File: config.mk
export PLATFORM = sky130hd
export DESIGN_NAME = subtractor_4_serial
export DESIGN_NICKNAME = d
export VERILOG_FILES = /design/src/rtl/subtractor_pkg.sv /design/src/rtl/full_subtractor_1.sv /design/src/rtl/subtractor_4_serial.sv
export SDC_FILE = /design/constraint.sdc
export NUM_CORES = 1
export LEC_CHECK = 0
export BUFFER_PORTS_ARGS = -buffer_cell sky130_fd_sc_hd__buf_2
export CAP_MARGIN = 20
export CORE_MARGIN = 5
export CORE_UTILIZATION = 35
export DETAILED_ROUTE_END_ITERATION = 6
export PLACE_DENSITY_LB_ADDON = 0.05
export SYNTH_ARGS = -nofsm -noshare
export SYNTH_HDL_FRONTEND = slang
export SYNTH_HIERARCHICAL = 1
export SYNTH_SLANG_ARGS = --single-unit
export TNS_END_PERCENT = 100
File: constraint.sdc
create_clock -name clk -period 1.8 [get_ports clk]
set_clock_uncertainty 0.2 [all_clocks]
set_input_delay 0.27 -clock clk [delete_from_list [all_inputs] [get_ports clk]]
set_output_delay 0.27 -clock clk [all_outputs]
set_load 0.02 [all_outputs]
File: src/rtl/subtractor_pkg.sv
// Shared constants and FSM state type for the bit-serial 4-bit subtractor.
package subtractor_pkg;

    localparam int DATA_W = 4;
    localparam int CNT_W  = 2;

    typedef enum logic [1:0] {
        IDLE = 2'd0,
        RUN  = 2'd1,
        DONE = 2'd2
    } state_t;

endpackage

File: src/rtl/full_subtractor_1.sv
// One-bit combinational full subtractor: d = m - s - b, bo = borrow out.
module full_subtractor_1 (
    input  logic m,
    input  logic s,
    input  logic b,
    output logic d,
    output logic bo
);

    assign d  = m ^ s ^ b;
    assign bo = (~m & s) | (~(m ^ s) & b);

endmodule

File: src/rtl/subtractor_4_serial.sv
// Bit-serial subtractor with valid/ready handshakes: one bit per RUN cycle,
// LSB first, result held in DONE until the consumer takes it.
module subtractor_4_serial
    import subtractor_pkg::*;
#(
    parameter int WIDTH = DATA_W
) (
    input  logic             clk,
    input  logic             rst,
    input  logic             in_valid,
    output logic             in_ready,
    input  logic [WIDTH-1:0] minuend,
    input  logic [WIDTH-1:0] subtrahend,
    input  logic             borrow_in,
    output logic             out_valid,
    input  logic             out_ready,
    output logic [WIDTH-1:0] diff,
    output logic             borrow_out
);

    localparam logic [CNT_W-1:0] LAST_BIT = CNT_W'(WIDTH - 1);

    state_t             state_q, state_d;
    logic [WIDTH-1:0]   m_q, s_q;
    logic               b_q;
    logic [CNT_W-1:0]   cnt_q;
    logic [WIDTH-2:0]   work_q;
    logic [WIDTH-1:0]   diff_q;
    logic               bo_q;
    logic               bit_d, bit_bo;

    full_subtractor_1 u_fs (
        .m  (m_q[cnt_q]),
        .s  (s_q[cnt_q]),
        .b  (b_q),
        .d  (bit_d),
        .bo (bit_bo)
    );

    always_ff @(posedge clk) begin
        if (rst) begin
            state_q <= IDLE;
        end else begin
            state_q <= state_d;
        end
    end

    always_comb begin
        state_d = state_q;
        case (state_q)
            IDLE:    if (in_valid)           state_d = RUN;
            RUN:     if (cnt_q == LAST_BIT)  state_d = DONE;
            DONE:    if (out_ready)          state_d = IDLE;
            default:                         state_d = IDLE;
        endcase
    end

    always_comb begin
        in_ready  = (state_q == IDLE);
        out_valid = (state_q == DONE);
    end

    // Partial difference bits shift in from the top so that, on the last bit,
    // work_q already holds bits [WIDTH-2:0] in order; diff_q only changes here.
    always_ff @(posedge clk) begin
        if (rst) begin
            m_q    <= '0;
            s_q    <= '0;
            b_q    <= 1'b0;
            cnt_q  <= '0;
            work_q <= '0;
            diff_q <= '0;
            bo_q   <= 1'b0;
        end else begin
            case (state_q)
                IDLE: begin
                    if (in_valid) begin
                        m_q   <= minuend;
                        s_q   <= subtrahend;
                        b_q   <= borrow_in;
                        cnt_q <= '0;
                    end
                end
                RUN: begin
                    b_q   <= bit_bo;
                    cnt_q <= cnt_q + 1'b1;
                    if (cnt_q == LAST_BIT) begin
                        diff_q <= {bit_d, work_q};
                        bo_q   <= bit_bo;
                    end else if (WIDTH > 2) begin
                        work_q <= {bit_d, work_q[WIDTH-2:1]};
                    end else begin
                        work_q <= bit_d;
                    end
                end
                default: ;
            endcase
        end
    end

    assign diff       = diff_q;
    assign borrow_out = bo_q;

endmodule

==> qor.yml <==
job:
  drv_cap: 0
global_routing:
  grt_usage: 0.109
  grt_start_max_net_pins: 22
  grt_pass1_wl_microns: 2990
  first_global_vias: 710
  antenna_found_initial: 0
  grt-ovfl-total: 0
worst_setup_path:
  rr_endpoint: "work_q[2]$_SDFFE_PP0P_"
  cp_max_fo: 3
  start_kind: "flip-flop"
  endpoint_kind: "flip-flop"
  crit_type: "reg2reg"
  r2r_cells: 5
  regToRegStartpoint: "cnt_q[0]$_SDFFE_PP0P_"
  worstPathRequired_ns: 1.80
  crit_path_start: "cnt_q[0]$_SDFFE_PP0P_"
  r2r_slack_ns: -0.09
  cp_data_arrival_time_ns: 1.89
floorplan:
  dieArea_sq_mm: 0.00373
  die_y_microns: 61.1
  start_util: 0.369
  ios: 20
  core_area_sq_mm: 0.00248
  die_x_microns: 61.1
  num_rows: 18
finish:
  final_cell_area_sq_mm: 0.00116
  utilization: 0.468
  final_nets: 138
  area.growth.synth_to_final_pct: 27.0
  antenna_cells: 0
  n_fill_cell: 261
  fin_cells: 152
  drive_above_1_share: 0.311
power:
  p_leak_nw: 0.503
  ir_drop_mv: 0.389
  power_per_cell_area_mw_per_mm2: 753
worst_hold_path:
  hp-start: "out_ready"
  min_path_cells: 3
  worst_hold_path_type: "in2reg"
  holdPathEnd: "state_q[1]$_SDFFE_PP0P_"
detailed_routing:
  drc: 0
  wl_per_cell_microns: 11.1
  vias: 714
  antenna_left: 0
  via_per_inst: 4.70
  drt_first_iter_violations: 9
  wirelength_microns: 1690
  drt-pass1-iter-count: 2
timing:
  relSlewSlack: 0.729
  whs_ns: 0.0187
  finalWorstSetupSlack_ns: -0.0907
  finalHoldViolCount: 0
  setup_violations: 3
  fin_crit_ns: 1.89
  rsz0062_at_grt: "true"
  worst_slew_pin_slew_ns: 0.407
  fmax_mhz: 529
  finalCritPeriodShare: 1.05
  slew_violations: 0
clock_network:
  cts_made_buffers: 3
  cts_max_level: 1
  cts_tree: "built"
  ctsRootBufferMaster: "clkbuf_4"
  clk_latency_ns: 0.31
  cts_buffer_depth: 2
  clkTransAtPathRegs_ns: 0.12
  cts.sink_count: 21
synth:
  synth_edf_count: 0
  synth_cells: 92
  synth.top_cell.area_share: 0.460
  ys_types: 24
  avgSynthCellArea_sq_um: 9.93
  ys_seq_area_frac: 0.460
  syn_area_sq_um: 913
  synthArstFlopShare: 0
  synth_flop_cell: "dfxtp_1"
  synth.area.top_cells: "dfxtp_1, mux2i_1, nor2_1"
  synth_commonest_cells: "dfxtp_1, nor2_1, mux2i_1"
  syn-num-nets: 107
  synth_area_leader_cell: "dfxtp_1"
  ys_ff_latch: 21
  synth_warnings: 6
  yosysMostFrequentCell: "dfxtp_1"
placement:
  dp.cells: 140
  place_hpwl_microns: 1210
  gp_congestion: 0.666
  portBuffers: 19
  place_area_sq_mm: 0.00105
run_status:
  status: "complete, but fails checks"
  violations: "setup timing"
## worst max-delay path by stage
stage / endpoint / slack, ns / depth (start not counted)
final: work_q[2]$_SDFFE_PP0P_ / -0.09 / 5
after global routing: work_q[2]$_SDFFE_PP0P_ / -0.16 / 5
after CTS: work_q[2]$_SDFFE_PP0P_ / -0.1 / 5
after detailed placement: work_q[2]$_SDFFE_PP0P_ / -0.08 / 5
after global placement: work_q[2]$_SDFFE_PP0P_ / -0.05 / 5
after floorplan: work_q[2]$_SDFFE_PP0P_ / -0.05 / 5
## cell usage in the layout, fill, tap and decap left out, types with 2 or more instances in the layout
master         instances
dfxtp_1               20
buf_2                 19
nor2_1                16
mux2i_1               13
dlygate4sd3_1          8
a21oi_1                7
nand2_1                5
buf_4                  5
inv_1                  3
nand3_1                3
inv_2                  3
clkbuf_4               3
nor2b_1                2
mux4_2                 2
## metal layers
metal / global-route usage / wire (microns)
met3: 0.0335 / 81
met2: 0.190 / 851
met1: 0.119 / 716
met5: 0 / 0
met4: 0.0557 / 36
## per-stage QoR
stage / setup TNS [ns] / power (mW) / setup WS (ns)
after detailed placement: -0.195 / 0.638 / -0.0799
final: -0.239 / 0.873 / -0.0907
after global placement: -0.124 / 0.636 / -0.0541
after CTS: -0.273 / 0.889 / -0.0972
after floorplan: -0.0844 / 0.600 / -0.0525
after global routing: -0.535 / 0.925 / -0.160
## critical path: stages (launching register included)
cell and delay, ns:
dfxtp_4 0.38, mux4_2 0.50, inv_2 0.07, fa_2 0.44, mux2i_1 0.14, nor2_1 0.05
## layout make-up
| cell class | count | area (sq um) | area share |
|---|---|---|---|
| timing repair buffer | 32 | 213 | 0.183 |
| sequential | 21 | 424 | 0.366 |
| tap | 30 | 37.5 | 0.0324 |
| inverter | 6 | 22.5 | 0.0194 |
| clock inverter | 1 | 5.00 | 0.00432 |
| clock buffer | 3 | 22.5 | 0.0194 |
| multi-input combinational | 59 | 435 | 0.375 |
## flip-flops by register name (all words and copies together), names as in the netlist
name,flops
borrow_out,1
b_q,1
work_q,3
cnt_q,2
state_q,2
diff,4
s_q,4
m_q,4
## kinds of logic (layout without fill, tap and decap cells)
group           Yosys count  after routing  share of synthesized area
flops                    21             21                      0.460
simple gates             32             32                      0.177
compound gates           10             10                     0.0644
mux                      15             15                      0.192
fa+ha+maj                 2              2                     0.0356
buf+inv                  12             42                     0.0712
## timing repair
| item | 4_1_cts | 5_1_grt |
|---|---|---|
| endpoints found under the setup margin | 3 | 4 |
| hold buffers | 8 | 0 |
| setup buffers | 0 | 0 |
| pin swaps | 0 | 1 |
| endpoints found under the hold margin | 8 | 0 |
| resized for setup | 1 | 1 |
| cloned | 0 | 0 |
## power breakdown
| part | internal (mW) | switching [mW] |
|---|---|---|
| clock network | 0.0830 | 0.148 |
| logic | 0.0788 | 0.0595 |
| registers | 0.487 | 0.0165 |
| total | 0.648 | 0.224 |
Power figures use the tool's default switching activity.
